[src/rtl/sawtooth_freq_meter_if.sv]
// Sawtooth frequency meter bus interface.
//   master : drives clear / in_valid / in_value, observes the results
//   slave  : the meter; consumes samples, drives ctrl_est / period / flags
interface sawtooth_freq_meter_if #(
    parameter int N = 32,
    parameter int M = 16,
    parameter int P = 24
);
    logic         clear;
    logic         in_valid;
    logic [M-1:0] in_value;
    logic [N-1:0] ctrl_est;
    logic         est_valid;
    logic [P-1:0] period;
    logic         period_valid;
    logic         locked;

    modport master (
        output clear, in_valid, in_value,
        input  ctrl_est, est_valid, period, period_valid, locked
    );
    modport slave (
        input  clear, in_valid, in_value,
        output ctrl_est, est_valid, period, period_valid, locked
    );
endinterface

[src/rtl/sawtooth_freq_meter.sv]
// Sawtooth frequency meter: recovers the generator control word from a stream
// of signed sawtooth samples by averaging sample-to-sample deltas over 2^K
// deltas, and measures the wave period (deltas between positive->negative wraps).
// Ports:
//   clk, rst_n : clock, async active-low reset
//   bus        : slave side of sawtooth_freq_meter_if
//                (clear, in_valid, in_value -> ctrl_est, est_valid,
//                 period, period_valid, locked)
module sawtooth_freq_meter #(
    parameter int N = 32,
    parameter int M = 16,
    parameter int K = 8,
    parameter int P = 24
) (
    input  logic                  clk,
    input  logic                  rst_n,
    sawtooth_freq_meter_if.slave  bus
);
    localparam int SH = N - M - K;
    localparam logic [K-1:0] CNT_ONE = 1;
    localparam logic [P-1:0] PCNT_ONE = 1;

    typedef enum logic {S_EMPTY, S_RUN}   state_t;
    typedef enum logic {P_SEEK, P_COUNT}  pstate_t;

    state_t         r_state;
    pstate_t        r_pstate;
    logic [M-1:0]   r_prev;
    logic [M+K-1:0] r_sum;
    logic [K-1:0]   r_cnt;
    logic [P-1:0]   r_pcnt;
    logic [N-1:0]   r_ctrl_est;
    logic           r_est_valid;
    logic [P-1:0]   r_period;
    logic           r_period_valid;
    logic           r_seen_est;
    logic           r_seen_per;
    logic           r_locked;

    logic [M-1:0]   w_d;
    logic [M+K-1:0] w_sum_nx;
    logic           w_win_end;
    logic           w_wrap;
    logic [P-1:0]   w_pcnt_inc;

    // Unsigned modular difference: a wrap from max positive to min negative
    // still yields the small positive step.
    assign w_d        = bus.in_value - r_prev;
    assign w_sum_nx   = r_sum + {{K{1'b0}}, w_d};
    assign w_win_end  = (r_cnt == {K{1'b1}});
    assign w_wrap     = ~r_prev[M-1] & bus.in_value[M-1];
    assign w_pcnt_inc = (r_pcnt == {P{1'b1}}) ? r_pcnt : r_pcnt + PCNT_ONE;

    always_ff @(posedge clk or negedge rst_n) begin
        if (!rst_n) begin
            r_state        <= S_EMPTY;
            r_pstate       <= P_SEEK;
            r_prev         <= '0;
            r_sum          <= '0;
            r_cnt          <= '0;
            r_pcnt         <= '0;
            r_ctrl_est     <= '0;
            r_est_valid    <= 1'b0;
            r_period       <= '0;
            r_period_valid <= 1'b0;
            r_seen_est     <= 1'b0;
            r_seen_per     <= 1'b0;
            r_locked       <= 1'b0;
        end else begin
            r_est_valid    <= 1'b0;
            r_period_valid <= 1'b0;
            // Sticky "has pulsed" flags; locked rises the cycle after the
            // later of the two first pulses.
            r_seen_est     <= r_seen_est | r_est_valid;
            r_seen_per     <= r_seen_per | r_period_valid;
            r_locked       <= r_locked | ((r_seen_est | r_est_valid) &
                                          (r_seen_per | r_period_valid));
            if (bus.clear) begin
                r_state    <= S_EMPTY;
                r_pstate   <= P_SEEK;
                r_prev     <= '0;
                r_sum      <= '0;
                r_cnt      <= '0;
                r_pcnt     <= '0;
                r_ctrl_est <= '0;
                r_period   <= '0;
                r_seen_est <= 1'b0;
                r_seen_per <= 1'b0;
                r_locked   <= 1'b0;
            end else if (bus.in_valid) begin
                r_prev <= bus.in_value;
                case (r_state)
                    S_EMPTY: r_state <= S_RUN;
                    S_RUN: begin
                        if (w_win_end) begin
                            r_ctrl_est  <= N'(w_sum_nx) << SH;
                            r_est_valid <= 1'b1;
                            r_sum       <= '0;
                            r_cnt       <= '0;
                        end else begin
                            r_sum <= w_sum_nx;
                            r_cnt <= r_cnt + CNT_ONE;
                        end
                        case (r_pstate)
                            P_SEEK: begin
                                if (w_wrap) begin
                                    r_pstate <= P_COUNT;
                                    r_pcnt   <= '0;
                                end
                            end
                            P_COUNT: begin
                                if (w_wrap) begin
                                    r_period       <= w_pcnt_inc;
                                    r_period_valid <= 1'b1;
                                    r_pcnt         <= '0;
                                end else begin
                                    r_pcnt <= w_pcnt_inc;
                                end
                            end
                            default: r_pstate <= P_SEEK;
                        endcase
                    end
                    default: r_state <= S_EMPTY;
                endcase
            end
        end
    end

    assign bus.ctrl_est     = r_ctrl_est;
    assign bus.est_valid    = r_est_valid;
    assign bus.period       = r_period;
    assign bus.period_valid = r_period_valid;
    assign bus.locked       = r_locked;
endmodule
[src/flat_wrapper.sv]
// flat-port wrapper written by rule: the top's interface ports become plain ports
module sawtooth_freq_meter_flat 
#(
    parameter int N = 32,
    parameter int M = 16,
    parameter int K = 8,
    parameter int P = 24
)
  (clk, rst_n, bus_clear, bus_in_valid, bus_in_value, bus_ctrl_est, bus_est_valid, bus_period, bus_period_valid, bus_locked);
  sawtooth_freq_meter_if #(.N(N), .M(M), .P(P)) bus_i ();
  input  logic clk;
  input  logic rst_n;
  input wire logic [$bits(bus_i.clear)-1:0] bus_clear;
  input wire logic [$bits(bus_i.in_valid)-1:0] bus_in_valid;
  input wire logic [$bits(bus_i.in_value)-1:0] bus_in_value;
  output wire logic [$bits(bus_i.ctrl_est)-1:0] bus_ctrl_est;
  output wire logic [$bits(bus_i.est_valid)-1:0] bus_est_valid;
  output wire logic [$bits(bus_i.period)-1:0] bus_period;
  output wire logic [$bits(bus_i.period_valid)-1:0] bus_period_valid;
  output wire logic [$bits(bus_i.locked)-1:0] bus_locked;
  assign bus_i.clear = bus_clear;
  assign bus_i.in_valid = bus_in_valid;
  assign bus_i.in_value = bus_in_value;
  assign bus_ctrl_est = bus_i.ctrl_est;
  assign bus_est_valid = bus_i.est_valid;
  assign bus_period = bus_i.period;
  assign bus_period_valid = bus_i.period_valid;
  assign bus_locked = bus_i.locked;
  sawtooth_freq_meter #(.N(N), .M(M), .K(K), .P(P)) u_core (.clk(clk), .rst_n(rst_n), .bus(bus_i));
endmodule
[config.mk]
export PLATFORM = sky130hd
export DESIGN_NAME = sawtooth_freq_meter_flat
export DESIGN_NICKNAME = d
export VERILOG_FILES = /design/src/rtl/sawtooth_freq_meter_if.sv /design/src/rtl/sawtooth_freq_meter.sv /design/src/flat_wrapper.sv
export SDC_FILE = /design/constraint.sdc
export NUM_CORES = 1
export LEC_CHECK = 0
export ABC_AREA = 1
export CAP_MARGIN = 30
export CORE_AREA = 2 2 121 123
export DETAILED_ROUTE_END_ITERATION = 10
export DIE_AREA = 0 0 123 125
export GPL_TIMING_DRIVEN = 0
export PLACE_DENSITY = 0.8
export SYNTH_ARGS = -nofsm -noshare
export SYNTH_HDL_FRONTEND = slang
export SYNTH_SLANG_ARGS = --single-unit
[constraint.sdc]
create_clock -name clk -period 8.85 [get_ports clk]
set_clock_uncertainty 0.05 [all_clocks]
set_input_delay 1.77 -clock clk [delete_from_list [all_inputs] [get_ports clk]]
set_output_delay 1.77 -clock clk [all_outputs]
set_load 0.02 [all_outputs]
# After elaboration in Yosys (flattened, before gate mapping)
# Cells that the tools add are included.
# op_classes
addsub	4
n_eq_ne	3
n_mux	44
bitwise	7
n_reduce_logical	9
# op_table
cell	n
2-to-1 mux 24 bit	15
2-to-1 mux 32 bit	4
case mux 24 bit (2 select lines)	1
2-to-1 mux 16 bit	2
2-to-1 mux 8 bit	4
adder 24 x 1 -> 24 bit, second input constant	1
adder 24 x 16 -> 24 bit	1
equality test 24 bit, second input constant	1
2-to-1 mux 1 bit	18
subtractor 16 bit	1
nonzero test 2 bit	5
adder 8 x 1 -> 8 bit, second input constant	1
equality test 8 bit, second input constant	1
AND reduction 3 bit	2
AND reduction 4 bit	1
!= test 3 x 2 -> 1 bit, second input constant	1
bitwise OR 1 bit	3
bitwise AND 1 bit	2
inverter 1 bit	2
AND reduction 2 bit	1
# word_totals
register_bits	135
in_bits	20
output_inout_bits	59

# Longest topological paths before layout
# depth
ltp_word	7
depth_mapped	22
ltp_nobuf	22

# Least setup slack after synthesis
# Ideal clock, no wire load.
# synth_timing
path_type	input-to-reg
startpoint	in bus_in_value[0]
endpoint	reg u_core.r_ctrl_est[28] (netlist: u_core.bus.ctrl_est[28])
setup_time_ps	118
t_arrival_ps	4266
path_slack_ps	4416
cell_stages	19
n_path_buf	0
cell_sequence	inv_1 ha_1 fa_1 o21ai_0 nand2_1 nand2_1 nand4_1 nand3_1 nand2_1 ha_1 nand2_1 nor2_1 inv_1 nor3_1 nand2_1 nand2_1 nand3_1 nand3_1 nand2_1
# synth_between
elab_chain_cells	6
# synth_rtl
element	line	rtl
from (decl)	flat_wrapper.sv:15	input wire logic [$bits(bus_i.in_value)-1:0] bus_in_value;
subtractor 16 bit	sawtooth_freq_meter.sv:48	assign w_d = bus.in_value - r_prev;
adder 24 x 16 -> 24 bit	sawtooth_freq_meter.sv:49	assign w_sum_nx = r_sum + {{K{1'b0}}, w_d};
2-to-1 mux 32 bit	sawtooth_freq_meter.sv:95	if (w_win_end) begin
2-to-1 mux 32 bit	sawtooth_freq_meter.sv:92	case (r_state)
2-to-1 mux 32 bit	sawtooth_freq_meter.sv:90	end else if (bus.in_valid) begin
2-to-1 mux 32 bit	sawtooth_freq_meter.sv:78	if (bus.clear) begin
to (signal assigned)	sawtooth_freq_meter.sv:96	r_ctrl_est <= N'(w_sum_nx) << SH;
to (decl)	sawtooth_freq_meter.sv:32	logic [N-1:0] r_ctrl_est;
# No other way between the ends. The select of a mux whose other input is x is not followed.
# A chain may end at the register's enable or synchronous reset.

# Worst setup path in the final report
# layout_timing
startpoint	in bus_in_value[0]
endpoint	reg u_core.r_sum[16]
# layout_between
elab_chain_cells	6
# layout_rtl
element	line	rtl
subtractor 16 bit	sawtooth_freq_meter.sv:48	
adder 24 x 16 -> 24 bit	sawtooth_freq_meter.sv:49	
2-to-1 mux 24 bit	sawtooth_freq_meter.sv:95	
2-to-1 mux 24 bit	sawtooth_freq_meter.sv:92	
2-to-1 mux 24 bit	sawtooth_freq_meter.sv:90	
2-to-1 mux 24 bit	sawtooth_freq_meter.sv:78	
to (signal assigned)	sawtooth_freq_meter.sv:101	r_sum <= w_sum_nx;
to (decl)	sawtooth_freq_meter.sv:29	logic [M+K-1:0] r_sum;
# No other way between the ends. The select of a mux whose other input is x is not followed.

==> reports/qor.txt <==
Total Routing Usage GR: 0.2774
Slew HR: 0.5956
Layout area overhead: 19.15%
Synth Area in XOR/XNOR: 0.03401
# rows: 44
Distinct cell type count after synthesis: 37
Actual slew at the worst max-slew pin: 0.6067 ns
Vias in the first global route: 6,958
Total wire length: 20.07 mm
Hold_sp: u_core.bus.ctrl_est[10]$_DFFE_PN0P_
Mapped Area: 7983 sq um
Commonest non-fill, non-tap cells in the layout: 404 x nand2_1, 127 x dfrtp_1, 122 x inv_1
P_leak: 0.004915 uW
Final Hold Vio Count: 0
Fmax: 199.3 MHz
Clk pin slew, worst setup/hold paths: 0.06 ns
ANT nets after route: 0
Pwr dens: 166.8 nW/um^2
Commonest non-fill, non-tap cell in the layout: nand2_1
Setup crit start: bus_in_value[0]
DIE AREA: 15,380 sq um
Sum Neg Setup Slack: 0 ns
Detailed Place HPWL: 15.09 mm
Post-CTS Setup Inserts: 0
CP Launch Type: input pin
Mean area per synthesized cell: 7.244 sq um
Slew Limit Fails: 0
Iter 0 DRT Violations: 719
Final critical-path share of the clock period: 0.5670
Worst vdd rail ir drop: 0.1252 mV
Initial antenna violation count: 0
Cts-stage hold buffer count: 0
Crit path time final: 5.018 ns
Syn Inst Count: 1,102
Synthesized flop and latch total: 127
Clk_lat worst skew: 0.43 ns
Crit path kind: input pin to flop
IO buf count: 68
Core area: 14,200 sq um
Max_cap viols: 0
# DRC: 0
Hold crit path type: flop to flop
Vias per cell: 5.255
RSZ-0062 raised after global routing: no
Initial Util: 0.5620
Cts bufs inserted: 17
Final #Nets: 1,255
Mux contribution to synthesized area: 0
Simple-gate share of the synthesized area: 0.3505
Status: finished, final reports clean
Final GP Congestion: 0.9788
Die Width: 123 um
H-Tree Depth: 4
Ant. Diodes: 0
Share of layout cells above drive strength 1: 0.08595
Post-CTS sizing: 0
Main combinational cell family by area after synthesis: simple AND/OR/NAND/NOR gates
Largest net degree at the start of global routing: 102
YS warnings: 0
Die height: 125 um
Power Total: 1586 uW
Total gr overflow: 0
Ports: 79
CTS tree: yes
First-pass GRT wire length: 33.63 mm
Detailed-route via count: 7,325
Post-synthesis compound-gate area fraction: 0.06959
Critical path arrival: 5.26 ns
Required @ worst endpoint: 9.09 ns
Sequential element share of the synthesized area: 0.3981
Final setup vio count: 0
Origin of the critical flop-to-flop path: u_core.r_prev[0]$_DFFE_PN0N_
Clk buf depth: 2
Sink Count: 127
Root buffer cell: clkbuf_16
Final core utilization: 0.6697
Crit path max fanout: 5
WL/cell: 14.40 um
CP Capture Type: flop
DRT Pass-1 Iters: 5
Synth Area in Adders: 0.06144
-- registers in the layout, summed over array words and instances (netlist names) --
signal,flops
u_core.r_seen_per,1
u_core.r_pstate,1
u_core.r_seen_est,1
u_core.r_pcnt,24
u_core.r_prev,16
u_core.r_state,1
u_core.bus.period_valid,1
u_core.bus.ctrl_est,24
u_core.r_cnt,8
u_core.r_sum,24
u_core.bus.locked,1
u_core.bus.period,24
u_core.bus.est_valid,1
-- cells by family after synthesis --
family                   count (synthesis)
adder cells (fa/ha/maj)                 38
AND/OR/NAND/NOR                        645
buffers and inverters                  160
other                                    1
AO/OA/AOI/OAI                          100
flip-flops                             127
XOR/XNOR                                31
-- per-layer routing --
layer,share of wire,vias to the layer above,global-route usage,wire length (um)
met5,0,-,0,0
met3,0.058,31,0.04516,1163
met2,0.44,224,0.4056,8845
met1,0.48,3390,0.4188,9646
met4,0.021,0,0.09358,416
li1,-,3680,-,-
-- Yosys cell counts, drive strengths merged --
master    n  share of area
nand3   100          0.065
o22ai     2         0.0016
ha       36          0.056
nor3     18          0.017
xor2     22          0.024
clkbuf    5         0.0024
buf      25          0.022
fa        2         0.0050
nand3b   11          0.010
o21ai    57          0.038
inv     130          0.061
o21bai    1        0.00094
nor3b     1        0.00094
xnor2     9         0.0099
a22o      6         0.0066
a21o      3         0.0028
a21oi    29          0.018
nor2     83          0.043
dfrtp   127           0.40
or2       2         0.0016
o31ai     2         0.0019
nand4    10         0.0078
conb      1        0.00047
nand2   420           0.20
-- through the flow --
stage	setup slack [ns]	hold slack, ns	instances	area, sq um
floorplan	4.416	0.3828	1109	8009
global placement	0.9482	0.3968	1361	8920
detailed placement	3.421	0.4080	1362	8949
CTS	3.842	0.4224	1394	9512
global route	3.395	0.4374	1394	9512
finish	3.832	0.4163	1394	9512
-- power breakdown --
part	switching, uW	internal, uW
combinational	204	104
sequential	11.5	597
clock	282	389
total	497	1090
-- final timing paths --
| check | depth (start not counted) | endpoint | slack, ns |
|---|---|---|---|
| min in group asynchronous | 1 | u_core.bus.ctrl_est[19]$_DFFE_PN0P_ | 1.16 |
| hold / removal | 2 | u_core.bus.ctrl_est[10]$_DFFE_PN0P_ | 0.42 |
| setup reg to reg | 18 | u_core.r_sum[16]$_DFFE_PN0P_ | 5.32 |
| hold reg to reg | 2 | u_core.bus.ctrl_est[10]$_DFFE_PN0P_ | 0.42 |
| max in group asynchronous | 2 | u_core.bus.period[23]$_DFFE_PN0P_ | 6.84 |
| setup / recovery | 20 | u_core.r_sum[16]$_DFFE_PN0P_ | 3.83 |
-- final cells by class --
| type | count | area, sq um |
|---|---|---|
| Multi-Input combinational cell | 822 | 4145 |
| Sequential cell | 127 | 3178 |
| Tap cell | 184 | 230.2 |
| Clock inverter | 15 | 137.6 |
| Fill cell | 1255 | 4692 |
| Clock buffer | 17 | 425.4 |
| Timing Repair Buffer | 69 | 709.4 |
| Buffer | 30 | 197.7 |
| Inverter | 130 | 488.0 |
-- worst max-delay path, cell delays in order --
cell             delay, ns
clkdlybuf4s50_1       0.45
inv_1                 0.05
ha_1                  0.23
fa_1                  0.40
o21ai_0               0.45
nand2_1               0.10
nand2_1               0.13
nand4_1               0.13
nand3_1               0.10
nand2_1               0.09
ha_1                  0.35
nand2_1               0.13
nor2_1                0.16
inv_1                 0.07
nor3_1                0.13
nand2_1               0.11
nand2_1               0.11
nand2_1               0.09
nand3_1               0.08
o21ai_0               0.11
Note: power is estimated with default switching activity, not from simulation.
